<file path="config.mk">
export PLATFORM = sky130hd
export DESIGN_NAME = pupil_locator
export DESIGN_NICKNAME = d
export VERILOG_FILES = /design/src/rtl/pupil_pkg.sv /design/src/rtl/seq_divider.sv /design/src/rtl/pupil_locator.sv
export SDC_FILE = /design/constraint.sdc
export NUM_CORES = 1
export LEC_CHECK = 0
export CAP_MARGIN = 20
export CORE_MARGIN = 4
export CORE_UTILIZATION = 60
export CTS_BUF_LIST = sky130_fd_sc_hd__clkbuf_16
export DETAILED_ROUTE_END_ITERATION = 8
export PLACE_DENSITY_LB_ADDON = 0.05
export SYNTH_ARGS = -nofsm -noshare
export SYNTH_HDL_FRONTEND = slang
export SYNTH_SLANG_ARGS = --single-unit
</file>
<file path="constraint.sdc">
create_clock -name iCLK -period 8.25 [get_ports iCLK]
set_clock_uncertainty 0.05 [all_clocks]
set_input_delay 0.825 -clock iCLK [delete_from_list [all_inputs] [get_ports iCLK]]
set_output_delay 0.825 -clock iCLK [all_outputs]
set_load 0.02 [all_outputs]
</file>
<file path="src/rtl/pupil_pkg.sv">
// Shared types and constants for the pupil locator.
// Holds the FSM state enum, pixel/coordinate widths and default frame geometry.
package pupil_pkg;

    localparam int PIX_W   = 10;
    localparam int COORD_W = 10;

    localparam int DEF_IMG_W     = 640;
    localparam int DEF_IMG_H     = 480;
    localparam int DEF_MIN_COUNT = 64;
    localparam int DEF_SUM_W     = 28;
    localparam int DEF_CNT_W     = 19;

    typedef enum logic [2:0] {
        IDLE,
        ACCUM,
        DIV_X,
        DIV_Y,
        DONE
    } state_t;

endpackage

</file>
<file path="src/rtl/seq_divider.sv">
// Restoring unsigned divider, one quotient bit per clock, DVD_W clocks per divide.
// Ports: iCLK, iRST (async, active-high), iStart (pulse), iDividend, iDivisor,
//        oDone (one-cycle pulse, quotient final), oQuotient (held until next start).
module seq_divider #(
    parameter int DVD_W = 28,
    parameter int DVR_W = 19
) (
    input  logic             iCLK,
    input  logic             iRST,
    input  logic             iStart,
    input  logic [DVD_W-1:0] iDividend,
    input  logic [DVR_W-1:0] iDivisor,
    output logic             oDone,
    output logic [DVD_W-1:0] oQuotient
);

    localparam int CW = $clog2(DVD_W + 1);

    logic [DVR_W-1:0] rem;
    logic [DVD_W-1:0] quo;
    logic [DVR_W-1:0] dvr;
    logic [CW-1:0]    cnt;
    logic             busy;

    logic [DVR_W-1:0] remIn;
    logic [DVD_W-1:0] quoIn;
    logic [DVR_W-1:0] dvrIn;
    logic [DVR_W:0]   shifted;
    logic             ge;
    logic [DVR_W-1:0] remNext;
    logic [DVD_W-1:0] quoNext;

    // The start cycle already performs the first iteration on the fresh
    // operands, so a divide finishes exactly DVD_W edges after start.
    always_comb begin
        remIn   = iStart ? '0 : rem;
        quoIn   = iStart ? iDividend : quo;
        dvrIn   = iStart ? iDivisor : dvr;
        shifted = {remIn, quoIn[DVD_W-1]};
        ge      = shifted >= {1'b0, dvrIn};
        // Remainder always stays below the divisor, so the top bit is zero.
        remNext = DVR_W'(ge ? (shifted - {1'b0, dvrIn}) : shifted);
        quoNext = {quoIn[DVD_W-2:0], ge};
    end

    always_ff @(posedge iCLK or posedge iRST) begin
        if (iRST) begin
            rem   <= '0;
            quo   <= '0;
            dvr   <= '0;
            cnt   <= '0;
            busy  <= 1'b0;
            oDone <= 1'b0;
        end else begin
            oDone <= 1'b0;
            if (iStart) begin
                rem  <= remNext;
                quo  <= quoNext;
                dvr  <= iDivisor;
                cnt  <= CW'(DVD_W - 1);
                busy <= 1'b1;
            end else if (busy) begin
                rem <= remNext;
                quo <= quoNext;
                cnt <= cnt - 1'b1;
                if (cnt == CW'(1)) begin
                    busy  <= 1'b0;
                    oDone <= 1'b1;
                end
            end
        end
    end

    assign oQuotient = quo;

endmodule

</file>
<file path="src/rtl/pupil_locator.sv">
// Dark-pixel centroid finder over one raster frame; result held until next frame.
// Ports: iCLK, iRST (async high), iSOF, iDVAL, iDATA, iTHRESH in;
//        oX, oY, oFOUND, oVALID, oBUSY, oDROP out.
// Define PUPIL_BBOX_EN to add oXMIN/oXMAX/oYMIN/oYMAX bounding-box outputs.
module pupil_locator
    import pupil_pkg::*;
#(
    parameter int IMG_W     = DEF_IMG_W,
    parameter int IMG_H     = DEF_IMG_H,
    parameter int MIN_COUNT = DEF_MIN_COUNT,
    parameter int SUM_W     = DEF_SUM_W,
    parameter int CNT_W     = DEF_CNT_W
) (
    input  logic               iCLK,
    input  logic               iRST,
    input  logic               iSOF,
    input  logic               iDVAL,
    input  logic [PIX_W-1:0]   iDATA,
    input  logic [PIX_W-1:0]   iTHRESH,
    output logic [COORD_W-1:0] oX,
    output logic [COORD_W-1:0] oY,
    output logic               oFOUND,
    output logic               oVALID,
    output logic               oBUSY,
    output logic               oDROP
`ifdef PUPIL_BBOX_EN
    ,
    output logic [COORD_W-1:0] oXMIN,
    output logic [COORD_W-1:0] oXMAX,
    output logic [COORD_W-1:0] oYMIN,
    output logic [COORD_W-1:0] oYMAX
`endif
);

    localparam logic [COORD_W-1:0] XLAST = COORD_W'(IMG_W - 1);
    localparam logic [COORD_W-1:0] YLAST = COORD_W'(IMG_H - 1);

    state_t             state;
    logic [COORD_W-1:0] x, y;
    logic [CNT_W-1:0]   count;
    logic [SUM_W-1:0]   sumX, sumY;
    logic [PIX_W-1:0]   thr;
    logic               divStart;
    logic               divided;
    logic [COORD_W-1:0] qX;

`ifdef PUPIL_BBOX_EN
    logic [COORD_W-1:0] xMin, xMax, yMin, yMax;
`endif

    logic               dark;
    logic               lastPix;
    logic [CNT_W-1:0]   countNext;
    logic               divGo;
    logic [SUM_W-1:0]   divDvd;
    logic               divDone;
    logic [SUM_W-1:0]   divQuo;

    assign dark      = iDATA < thr;
    assign lastPix   = (x == XLAST) && (y == YLAST);
    assign countNext = count + CNT_W'(dark);
    assign oBUSY     = (state != IDLE);

    // Y division is kicked off on the same edge that captures the X
    // quotient, so no idle cycle sits between the two divides.
    assign divGo  = divStart | ((state == DIV_X) && divDone);
    assign divDvd = ((state == DIV_X) && !divDone) ? sumX : sumY;

    seq_divider #(
        .DVD_W(SUM_W),
        .DVR_W(CNT_W)
    ) uDiv (
        .iCLK     (iCLK),
        .iRST     (iRST),
        .iStart   (divGo),
        .iDividend(divDvd),
        .iDivisor (count),
        .oDone    (divDone),
        .oQuotient(divQuo)
    );

    always_ff @(posedge iCLK or posedge iRST) begin
        if (iRST) begin
            state    <= IDLE;
            x        <= '0;
            y        <= '0;
            count    <= '0;
            sumX     <= '0;
            sumY     <= '0;
            thr      <= '0;
            divStart <= 1'b0;
            divided  <= 1'b0;
            qX       <= '0;
            oX       <= '0;
            oY       <= '0;
            oFOUND   <= 1'b0;
            oVALID   <= 1'b0;
            oDROP    <= 1'b0;
`ifdef PUPIL_BBOX_EN
            xMin  <= XLAST;
            xMax  <= '0;
            yMin  <= YLAST;
            yMax  <= '0;
            oXMIN <= '0;
            oXMAX <= '0;
            oYMIN <= '0;
            oYMAX <= '0;
`endif
        end else begin
            oVALID   <= 1'b0;
            oDROP    <= 1'b0;
            divStart <= 1'b0;
            unique case (state)
                IDLE, ACCUM: begin
                    // SOF while accumulating simply restarts the frame.
                    if (iSOF) begin
                        state <= ACCUM;
                        x     <= '0;
                        y     <= '0;
                        count <= '0;
                        sumX  <= '0;
                        sumY  <= '0;
                        thr   <= iTHRESH;
`ifdef PUPIL_BBOX_EN
                        xMin <= XLAST;
                        xMax <= '0;
                        yMin <= YLAST;
                        yMax <= '0;
`endif
                    end else if (state == ACCUM && iDVAL) begin
                        if (dark) begin
                            count <= countNext;
                            sumX  <= sumX + SUM_W'(x);
                            sumY  <= sumY + SUM_W'(y);
`ifdef PUPIL_BBOX_EN
                            if (x < xMin) xMin <= x;
                            if (x > xMax) xMax <= x;
                            if (y < yMin) yMin <= y;
                            if (y > yMax) yMax <= y;
`endif
                        end
                        if (lastPix) begin
                            x <= '0;
                            y <= '0;
                            if (countNext >= CNT_W'(MIN_COUNT)) begin
                                state    <= DIV_X;
                                divStart <= 1'b1;
                                divided  <= 1'b1;
                            end else begin
                                state   <= DONE;
                                divided <= 1'b0;
                            end
                        end else if (x == XLAST) begin
                            x <= '0;
                            y <= y + 1'b1;
                        end else begin
                            x <= x + 1'b1;
                        end
                    end
                end
                DIV_X: begin
                    oDROP <= iSOF;
                    if (divDone) begin
                        qX    <= COORD_W'(divQuo);
                        state <= DIV_Y;
                    end
                end
                DIV_Y: begin
                    oDROP <= iSOF;
                    if (divDone) state <= DONE;
                end
                DONE: begin
                    // The divider still holds the Y quotient here.
                    oDROP  <= iSOF;
                    oVALID <= 1'b1;
                    oFOUND <= divided;
                    oX     <= divided ? qX : '0;
                    oY     <= divided ? COORD_W'(divQuo) : '0;
`ifdef PUPIL_BBOX_EN
                    oXMIN <= divided ? xMin : '0;
                    oXMAX <= divided ? xMax : '0;
                    oYMIN <= divided ? yMin : '0;
                    oYMAX <= divided ? yMax : '0;
`endif
                    state <= IDLE;
                end
                default: state <= IDLE;
            endcase
        end
    end

endmodule

</file>
==> impl_results.md, run 1 <==
* Status: finished clean
* Final setup viols at 0
* Setup TNS at 0 ns
* Gr usage total at 0.254
* I/O Buffers at 47
* # DRC at 0
* Sequential-to-total area share from yosys stat at 0.448
* Syn nets at 1415
* Dpl hpwl at 18700 um
* Largest net degree at the start of global routing at about 140
* Total CTS buffers at 25
* Number of flops mapped to enable cells by yosys at 0
* DRT antenna net count at 0
* Core area at 19700 sq um
* Placer Congestion at roughly 0.85
* Required time of the critical path at 8.63 ns
* Max IR drop VDD at 177 uV
* Post-route total power at 2290 uW
* Fillers at ~1600
* Period utilization at 0.630
* DR iter-0 viols at 682
* Avg WL per Cell at 17.1 um
* Total gr overflow at 0
* Max cap viols at 0
* Area grow syn2layout at 12.2%
* Worst Hold Slack at between 0.4 and 0.5 ns
* First-pass GRT wire length at 46700 um
* Syn_area_per_cell at 9.05 sq um
* Synth Cell Area at 12100 sq um
* Critical path capture point type: register
* RSZ-0062 raised after global routing: false
* Starting Density at 0.615
* # H-tree levels at 1
* Die Wd at approximately 150 um
* DIE AREA at ~22000 sq um
* Resized Gates After CTS at 0
* Vias in the first global route at 9119
* DRT Pass-1 Iters at 5
* Hold buffers post-CTS at 0
* Pins Over Slew Limit at 0
* Seq cells post-synth at roughly 220
* Yosys warns at 0
* Min Tclk post-route at 5.20 ns
* Worst-path maximum fanout at 63
* Most common cell after layout, fill and taps aside: nand2_1
* Post-CTS Setup Inserts at 0
* WP data arrival at 5.58 ns
* CTS clk-pin slew, worst paths at 0.06 ns
* Utilization after layout at 0.689
* Max clock buf depth at 3
* # IOs at between 40 and 50
* Worst setup margin at slightly above 3 ns
* CTS root buf: clkbuf_16
* Share of cells above drive strength 1 at 0.0618
* Critical path class: register to register
* Nets at 1439
* Max-Slew Margin vs Limit at 0.336
* Cells after synthesis at 1334
* Initial antenna violation count at 0
* Post-Route WL at between 20000 and 30000 um
* Yosys cell types at 68
* Place WS at between 3 and 4 ns
* CTS tree: built
* # rows at 51
* Main synth FF type: dfrtp_1
* Hold Crit Class: register to register
* Die span in y at about 150 um
* Antenna Cells at 0
* Clk_lat worst skew at 0.52 ns
* Final Hold Viols at 0
* Cell Pwr Density at between 150 and 200 nW/um^2
* Worst-Margin Slew at 0.994 ns
* Vias at 9670
* Clock sink count at around 220
* Startpoint types: register
* Most frequent cells in the layout: nand2_1 (222), dfrtp_1 (215), o21ai_0 (96), nor2_1 (96), inv_1 (59)
* Ys async rst share at 1.00
* Vias per inst at a little under 6
* P_leak at 0.00634 uW
* Peak Freq at between 0.15 and 0.2 GHz
stage by stage:
| stage | instances | cell area [sq um] |
|---|---|---|
| 2_1_floorplan | 1334 | 12100 |
| 3_3_place_gp | 1594 | 12700 |
| 3_5_place_dp | 1594 | 12700 |
| 4_1_cts | 1639 | 13500 |
| 5_1_grt | 1641 | 13600 |
| 6_report | 1641 | 13600 |
synth_stat cells, types with 16 or more instances:
cell type	number	area, sq um
nor2_1	98	368
and2_1	24	150
nand4_1	20	125
a31oi_1	32	200
a211oi_1	31	233
nor3_1	23	115
nor2b_1	31	194
o21ai_0	96	480
mux2i_1	25	250
xnor2_1	31	272
xor2_1	41	359
inv_1	56	210
clkbuf_1	49	184
nand3_1	40	200
o31ai_1	16	120
a21oi_1	56	280
nand2_1	222	833
ha_1	54	676
dfrtp_1	216	5410
registers in the layout, indices dropped and copies added (netlist names), 19 cells and up:
name and count:
count 19, sumY 28, uDiv.oQuotient 28, uDiv.rem 19
sumX 28, uDiv.dvr 19
cell families after synthesis:
group / Yosys count / synth area share
compound gates: 309 / 0.163
xor+xnor: 72 / 0.0522
fa+ha+maj: 57 / 0.0609
buf+inv: 118 / 0.0392
flops: 216 / 0.448
mux: 37 / 0.0319
simple gates: 525 / 0.205
final cells by class:
class / count / area, sq um / share of cell area
timing repair buffer: 59 / 601 / 0.0443
tap: 265 / 332 / 0.0245
clock buffer: 25 / 626 / 0.0462
multi-input combinational: 1000 / 6230 / 0.460
inverter: 56 / 218 / 0.0161
sequential: 216 / 5410 / 0.399
clock inverter: 20 / 139 / 0.0102
path summary, 6_finish.rpt:
check	startpoint	end	slack [ns]	depth (start not counted)
setup / recovery	state[2]	uDiv.rem[0]	3.05	16
hold / removal	oY[7]	oY[7]	0.43	2
setup reg to reg	state[2]	uDiv.rem[0]	3.05	16
hold reg to reg	oY[7]	oY[7]	0.43	2
max in group asynchronous	iRST	uDiv.rem[5]	6.02	4
min in group asynchronous	iRST	y[0]	0.88	2
report_power, final:
group          total, uW  switching [uW]  internal, uW  leakage, uW
Clock               1040             430           609     0.000392
Combinational        151            98.4          52.7      0.00297
Sequential          1100            22.5          1080      0.00298
critical path, stage by stage (launching register included):
cell and delay (ns):
dfrtp_1 0.43, nand2b_1 0.27, nor3b_2 0.84, or2_2 0.24, buf_4 0.55, nand2_1 0.12
nand2_1 0.12, ha_1 0.18, fa_1 0.21, nand2b_1 0.14, a211oi_1 0.10, o311ai_1 0.43
a21oi_2 0.14, o211ai_2 0.37, and2_1 0.38, mux2_2 0.38, a21oi_1 0.14
per-layer routing:
metal	vias up	global-route usage	share of wire
met5	-	0	0
met4	0	0.0512	0.016
met3	33	0.0330	0.051
met2	238	0.403	0.46
met1	4651	0.377	0.47
li1	4748	-	-
Note: power is estimated with default switching activity, not from simulation.
==> run 2, diff against run 1 <==
Clock period 8.25 ns to 4.85 ns, I/O delays scaled along.
==> impl_results.md, run 2 (synthesis results as in run 1) <==
* Status: finished clean
* Combinational share of power at 0.068 (+0.002)
* Nets at 1444 (+0.35%)
* Initial antenna violation count at 0 (unchanged)
* Vias at 9776 (+1.1%)
* CTS clk-pin slew, worst paths at 0.06 ns (about the same)
* Share of cells above drive strength 1 at 0.0625 (+0.000681)
* Clock sink count at 216 (unchanged)
* Sw power at 904 uW (+64%)
* Die Wd at 150 um (unchanged)
* Critical path class: register to register
* Gr usage total at 0.259 (+0.00508)
* Dpl hpwl at 19000 um (+1.4%)
* Starting Density at 0.615 (unchanged)
* Period utilization at 0.894 (+0.264)
* Pins Over Slew Limit at 0 (unchanged)
* P_leak at 0.00635 uW (+0.13%)
* Clock share of power at 0.444 (-0.009)
* Vias per inst at 5.95 (+1.0%)
* RSZ-0062 raised after global routing: false
* Share of power burned in registers at 0.488 (+0.007)
* Final setup viols at 0 (unchanged)
* Vias in the first global route at 9574 (+5.0%)
* Post-route insts no fill at 1642 (+0.061%)
* CTS tree: built
* Switch share at 0.235 (-0.00534)
* Max IR drop VDD at 234 uV (+32%)
* # IOs at 48 (unchanged)
* Cell Pwr Density at 284 nW/um^2 (+68%)
* First-pass GRT wire length at 47800 um (+2.5%)
* Core area at 19700 sq um (unchanged)
* Hold buffers post-CTS at 0 (unchanged)
* Post-CTS Setup Inserts at 0 (unchanged)
* Resized Gates After CTS at 0 (unchanged)
* P_int at 2950 uW (+69%)
* I/O Buffers at 47 (unchanged)
* Final Hold Viols at 0 (unchanged)
* Antenna Cells at 0 (unchanged)
* Hold Crit Class: input port to asynchronous set/reset pin
* Avg WL per Cell at 17.1 um (about the same)
* FF-to-FF setup slack at 0.51 ns (-2.54 ns)
* Setup TNS at 0 ns (unchanged)
* # DRC at 0 (unchanged)
* Max-Slew Margin vs Limit at 0.404 (+0.0677)
* Die span in y at 150 um (unchanged)
* Post-Route WL at 28100 um (+0.11%)
* # rows at 51 (unchanged)
* Startpoint types: register
* # H-tree levels at 1 (unchanged)
* WP data arrival at 4.62 ns (-0.96 ns)
* Worst-Margin Slew at 0.894 ns (-0.0997 ns)
* Area grow syn2layout at 12.3%
* Most common cell after layout, fill and taps aside: nand2_1
* Clk_lat worst skew at 0.51 ns (about the same)
* Worst-path maximum fanout at 49 (-22%)
* Largest net degree at the start of global routing at 125 (-8.8%)
* Peak Freq at 0.231 GHz (+20%)
* Most frequent cells in the layout: nand2_1 (222), dfrtp_1 (215), o21ai_0 (96), nor2_1 (96), inv_1 (58)
* Post-route total power at 3850 uW (+68%)
* Dpl cells at 1603 (+0.56%)
* Max clock buf depth at 3 (unchanged)
* Required time of the critical path at 5.14 ns (-3.49 ns)
* Max cap viols at 0 (unchanged)
* Placer Congestion at 0.842 (-1.5%)
* DRT Pass-1 Iters at 4 (-1)
* DRT antenna net count at 0 (unchanged)
* Critical path capture point type: register
* CTS root buf: clkbuf_16
* FF-to-FF End: uDiv.rem[6]
* DIE AREA at 22500 sq um (unchanged)
* Min Tclk post-route at 4.34 ns (-0.862 ns)
* Total gr overflow at 0 (unchanged)
* Total CTS buffers at 23 (-8.0%)
* R2R Path Start: state[2]
* DR iter-0 viols at 613 (-10%)
* R2R depth at 17 (+1)
[run 2: changes by cell type in the layout (fill, tap and decap cells not counted), sizes merged]
cell    before  now
buf         12   19
inv         60   59
bufinv       2    3
clkbuf      25   23
clkinv      13    9
[run 2: final cells by class]
cell class / instances / area, sq um
fillers: 1610 / 6080
repair buffers: 66 / 671
inverters: 56 / 214
clock inverters: 16 / 146
flip-flops and latches: 216 / 5410
multi-input cells: 1000 / 6220
well taps: 265 / 332
clock buffers: 23 / 576
[run 2: worst max-delay path: stages, from the launching register on]
cell and delay, ns:
dfrtp_1 0.43, nand2b_1 0.26, nor3b_2 0.37, nor2_4 0.06
buf_12 0.20, a21oi_1 0.14, a21oi_1 0.07, ha_1 0.22
fa_1 0.39, nand2b_1 0.17, a211oi_1 0.30, o311ai_1 0.23
a21oi_2 0.27, o211ai_2 0.12, buf_4 0.17, nand2_2 0.35
mux2i_1 0.23, a21oi_1 0.09
[run 2: through the flow]
step                area [sq um]  setup WS [ns]  hold slack, ns  utilization
floorplan                  12100          0.565           0.390            -
global placement           12800          0.389           0.409        0.652
detailed placement         12800          0.162           0.420        0.654
CTS                        13600          0.551           0.432        0.690
global route               13600          0.195           0.449        0.690
finish                     13600          0.513           0.427        0.690
[run 2: worst max-delay path by stage]
| stage | from | to | depth (start not counted) |
|---|---|---|---|
| after floorplan | state[2] | uDiv.rem[14] | 17 |
| after CTS | state[2] | uDiv.rem[6] | 17 |
| after global routing | state[2] | uDiv.rem[7] | 17 |
| after global placement | iDATA[7] | state[1] | 15 |
| final | state[2] | uDiv.rem[6] | 17 |
| after detailed placement | iDATA[7] | state[2] | 15 |
[run 2: power groups by stage]
| stage | logic [uW] | registers (uW) | clock network [uW] |
|---|---|---|---|
| 6_report | 261 | 1880 | 1710 |
| 5_1_grt | 303 | 1880 | 1820 |
| 4_1_cts | 265 | 1880 | 1740 |
| 3_5_place_dp | 262 | 1910 | 0 |
| 3_3_place_gp | 254 | 1910 | 0 |
| 2_1_floorplan | 180 | 1900 | 0 |
[run 2: layer usage]
metal | wire length [um] | track usage
met5 | 0 | 0
met4 | 437 | 0.0512
met3 | 1140 | 0.0260
met2 | 13400 | 0.435
met1 | 13100 | 0.369
==> patch 1: new RTL, config.mk and constraints of run 2 <==
The package constant `DEF_SUM_W` goes from 28 to 56.
--- a/src/rtl/pupil_pkg.sv
+++ b/src/rtl/pupil_pkg.sv
@@ -10,3 +10,3 @@
     localparam int DEF_MIN_COUNT = 64;
-    localparam int DEF_SUM_W     = 28;
+    localparam int DEF_SUM_W     = 56;
     localparam int DEF_CNT_W     = 19;
Function: same outputs for any inputs over 10 cycles, from zero or initial values and one cycle with iRST high; that may be too few to reach the edited logic, so the function may still have changed.
==> patch 1 against run 2 <==
First-iteration DRC count increased by 61%; wire length grew 42%; critical path depth is 1 lower; setup slack got worse by 0.029 ns; total power rose by 40%; cell area rose by 39%; synthesized area is 40% higher; sequential share of layout area up 0.22 points; global-route usage up 0.39 points; sequential cell count increased by 85; highest routed layer unchanged.
==> patch 1: results (changes against run 2) <==
- The total routing usage reported by global routing is 26.3% (+0.39 points).
- The worst hold path belongs to the class flip-flop to flip-flop.
- The wire length on met1 came to 18400 um (+41%).
- The number of buffers added by the clock tree synthesis step was 35 (+52%).
- The routed wire length on met3 is 1710 um (+50%).
- The portion of the layout cell area used by non-clock buffers was 3.86% (-1.1 points).
- The iteration-0 DRC count of the detailed router is 986 (+61%).
- The ratio of cells with drive above 1 in the final layout is 6.63% (+0.38 points).
- The non-clock buffer count in the final layout is 75 (+14%).
- The via count of the first global-routing pass was 13.4k (+40%).
- The pin count of the biggest net entering global routing came to 175 (+40%).
- The count of clock-net buffers in the final layout is 37 (+61%).
- The total net switching power is 0.00126 W (+39%).
- The worst hold slack after final layout is 0.423 ns (-0.00408 ns).
- The register cell area after layout is 7530 um2 (+39%).
- The number of filler instances in the final layout was 2359 (+47%).
- The part of the Yosys area used for sequential elements is 44.7% (-0.084 points).
- Sorting the synthesized cells by area gives the leading types as dfrtp_1, nand2_1, xnor2_1.
- The number of multi-input logic gates is 1413 (+41%).
- The final non-filler cell total was 2294 (+40%).
- The endpoint arrival time on the critical path is 4.74 ns (+0.12 ns).
- The met2 usage is 43.4% (-0.14 points).
- The cell leakage power is 8.12 nW (+28%).
- The iteration count of the initial detailed-routing pass is 6 (+2).
- The maximum resistive drop on vdd was 0.000348 V (+49%).
- The run finished with clean final reports.
- The average vias per placed instance is 6.01 (+0.87%).
- The worst-margin pin slew came to 0.982 ns (+0.0882 ns).
- After synthesis, the most frequently instantiated cells are dfrtp_1, nand2_1, nor2_1.
- The total routed wirelength is 39900 um (+42%).
- The setup slack at placement is 0.400 ns (+0.238 ns).
- The average footprint of a synthesized cell was 8.92 um2 (-1.5%).
- The number of H-tree branching levels was 2 (+1).
- The met3 global-route usage is 3.49% (+0.88 points).
- The count of unique library cells instantiated by Yosys is 70 (+2.9%).
- The met1 global-route usage is 37.1% (+0.20 points).
- The total clock sinks was 301 (+39%).
- The minimum setup slack in the final design was 0.484 ns (-0.0293 ns).
- The amount of wire on met2 after detailed routing was 19000 um (+41%).
- The first-pass GRT wire length was 68100 um (+42%).
- The half-perimeter wire length after detailed placement is 25300 um (+33%).
- The placer's final routability congestion estimate is 0.865 (+2.8%).
- The placed instance area is 17700 um2 (+38%).
- The register fraction of the total cell area is 40.1% (+0.22 points).
-- patch 1: cell types whose count changed in the layout (fill, tap and decap cells not counted), moves of 18 or more --
cell | before | now
dfrtp_1 | 215 | 300
nand2_1 | 222 | 296
nor2_1 | 96 | 154
xnor2_1 | 31 | 86
and2_1 | 24 | 76
a31oi_1 | 32 | 63
nor4_1 | 5 | 31
a211oi_1 | 31 | 56
nor2b_1 | 31 | 8
nand4_1 | 20 | 38
-- patch 1: worst paths after layout --
| path | from | endpoint | cells past startpoint |
|---|---|---|---|
| max | state[2]$_DFFE_PP0P_ | uDiv.rem[0]$_DFFE_PP0P_ | 16 |
| min | oX[5]$_DFFE_PP0P_ | oX[5]$_DFFE_PP0P_ | 2 |
| max reg2reg | state[2]$_DFFE_PP0P_ | uDiv.rem[0]$_DFFE_PP0P_ | 16 |
| min reg2reg | oX[5]$_DFFE_PP0P_ | oX[5]$_DFFE_PP0P_ | 2 |
| max in group asynchronous | iRST | uDiv.dvr[7]$_DFF_PP0_ | 3 |
| min in group asynchronous | iRST | thr[5]$_DFFE_PP0P_ | 3 |
-- patch 1: logic make-up (layout without fill, tap and decap cells) --
kind of cell / Yosys count / in the layout / synth area share, %
XOR/XNOR: 112 / 112 / 5.82
flip-flops: 301 / 301 / 44.7
AND/OR/NAND/NOR: 810 / 810 / 23.7
buffers and inverters: 177 / 202 / 3.98
multiplexers: 49 / 49 / 3.00
adder cells (fa/ha/maj): 57 / 57 / 4.36
AO/OA/AOI/OAI: 385 / 385 / 14.4
-- patch 1: power by group through the flow --
stage	clock network, W	registers (W)	logic (W)
floorplan	0	0.00261	0.000185
global placement	0	0.00262	0.000267
detailed placement	0	0.00262	0.000274
CTS	0.00260	0.00257	0.000274
global route	0.00271	0.00258	0.000309
finish	0.00257	0.00257	0.000269
==> patch 2: new RTL, flow settings as in run 2 <==
Without the edit above. Reset style: synchronous (`iRST`), changed in 2 clocked blocks. Comments in the files are not updated.
--- a/src/rtl/seq_divider.sv
+++ b/src/rtl/seq_divider.sv
@@ -45,3 +45,3 @@
 
-    always_ff @(posedge iCLK or posedge iRST) begin
+    always_ff @(posedge iCLK) begin
         if (iRST) begin
--- a/src/rtl/pupil_locator.sv
+++ b/src/rtl/pupil_locator.sv
@@ -81,3 +81,3 @@
 
-    always_ff @(posedge iCLK or posedge iRST) begin
+    always_ff @(posedge iCLK) begin
         if (iRST) begin
Formal check against the unedited RTL: differs if iRST is asserted again (counterexample within 4 cycles, from zero or initial values and one cycle with iRST high); with iRST held inactive, the same outputs for 10 cycles.
==> patch 2 against run 2 <==
Sequential cell count did not move; wire length is 8.5% higher; cell count is 7.1% higher; sequential share of layout area down 7.3 points; total power shrank 3.8%; synthesized cell count grew 10%; cell area decreased by 2.0%; utilization down 0.68 points; synthesized area decreased by 1.4%; setup slack improved by 0.14 ns; highest routed layer unchanged.
==> patch 2: results (changes against run 2) <==
- The count of unique library cells instantiated by Yosys is 71 (+4.4%).
- The endpoint arrival time on the critical path is 4.58 ns (-0.04 ns).
- The placer's final routability congestion estimate is 0.872 (+3.6%).
- The run finished with clean final reports.
- The cell leakage power is 4.91 nW (-23%).
- The via count of the first global-routing pass is 9744 (+1.8%).
- The number of nets in the layout came to 1559 (+8.0%).
- The pin count of the biggest net entering global routing was 74 (-41%).
- The half-perimeter wire length after detailed placement is 21000 um (+11%).
- The post-synthesis adder-cell area fraction is 6.18% (+0.086 points).
- The launch point of the worst reg-to-reg path is state[1]$_SDFFE_PP0P_.
- The number of cells on the worst reg-to-reg path is 12 (-5).
- The final non-filler cell total is 1759 (+7.1%).
- The slowest cell on the critical path is dfxtp_1.
- The iteration-0 DRC count of the detailed router is 828 (+35%).
- Sorting the synthesized cells by area gives the leading types as dfxtp_1, a21oi_1, ha_1.
- The worst hold slack after final layout is 0.354 ns (-0.0730 ns).
- The commonest cells after synthesis are dfxtp_1, nand2_1, a21oi_1.
- The synthesized-area fraction occupied by xor and xnor cells is 3.16% (-2.1 points).
- The number of buffers added by the clock tree synthesis step is 24 (+4.3%).
- The ratio of cells with drive above 1 in the final layout is 4.95% (-1.3 points).
- The total routing usage reported by global routing is 27.0% (+1.1 points).
- The cell family contributing the most delay on the critical path is simple AND/OR/NAND/NOR gates.
- The maximum resistive drop on vdd was 0.000284 V (+21%).
- The number of filler instances in the final layout is 1644 (+2.1%).
- The top fanout value on the critical path is 21 (-57%).
- The setup slack at placement is 0.443 ns (+0.281 ns).
[patch 2: changes by cell type after synthesis, sizes merged, moves of 22 or more]
cell and change:
mux2i +36, a31oi -24, dfrtp -216, a211oi +33, a21oi +92, xor2 -22, nand3 +35, o21ai -25
nand2 -56, dfxtp +216
[patch 2: where the power goes]
group          total [W]  internal, W  switching [W]
sequential       0.00179      0.00178     0.00000631
combinational   0.000173    0.0000530       0.000120
clock            0.00174      0.00103       0.000717
[patch 2: logic make-up (layout without fill, tap and decap cells)]
family / Yosys count / count (layout)
AND/OR/NAND/NOR: 573 / 573
AO/OA/AOI/OAI: 395 / 395
flip-flops: 216 / 216
buffers and inverters: 124 / 147
multiplexers: 63 / 63
adder cells (fa/ha/maj): 57 / 57
XOR/XNOR: 43 / 43
[patch 2: final cells by class]
type / instances / area (um2) / share of cell area [%]
repair buffers: 69 / 646 / 4.85
inverters: 36 / 135 / 1.02
flip-flops and latches: 216 / 4330 / 32.5
clock inverters: 17 / 120 / 0.903
well taps: 265 / 332 / 2.49
multi-input cells: 1131 / 7120 / 53.5
clock buffers: 25 / 626 / 4.70
[patch 2: metal layers]
metal / part of all wire (%) / track usage, % / vias up
met5: 0 / 0 / -
li1: - / - / 5374
met3: 6.1 / 3.04 / 44
met4: 2.2 / 8.01 / 0
met2: 46 / 43.5 / 301
met1: 45 / 38.5 / 5089
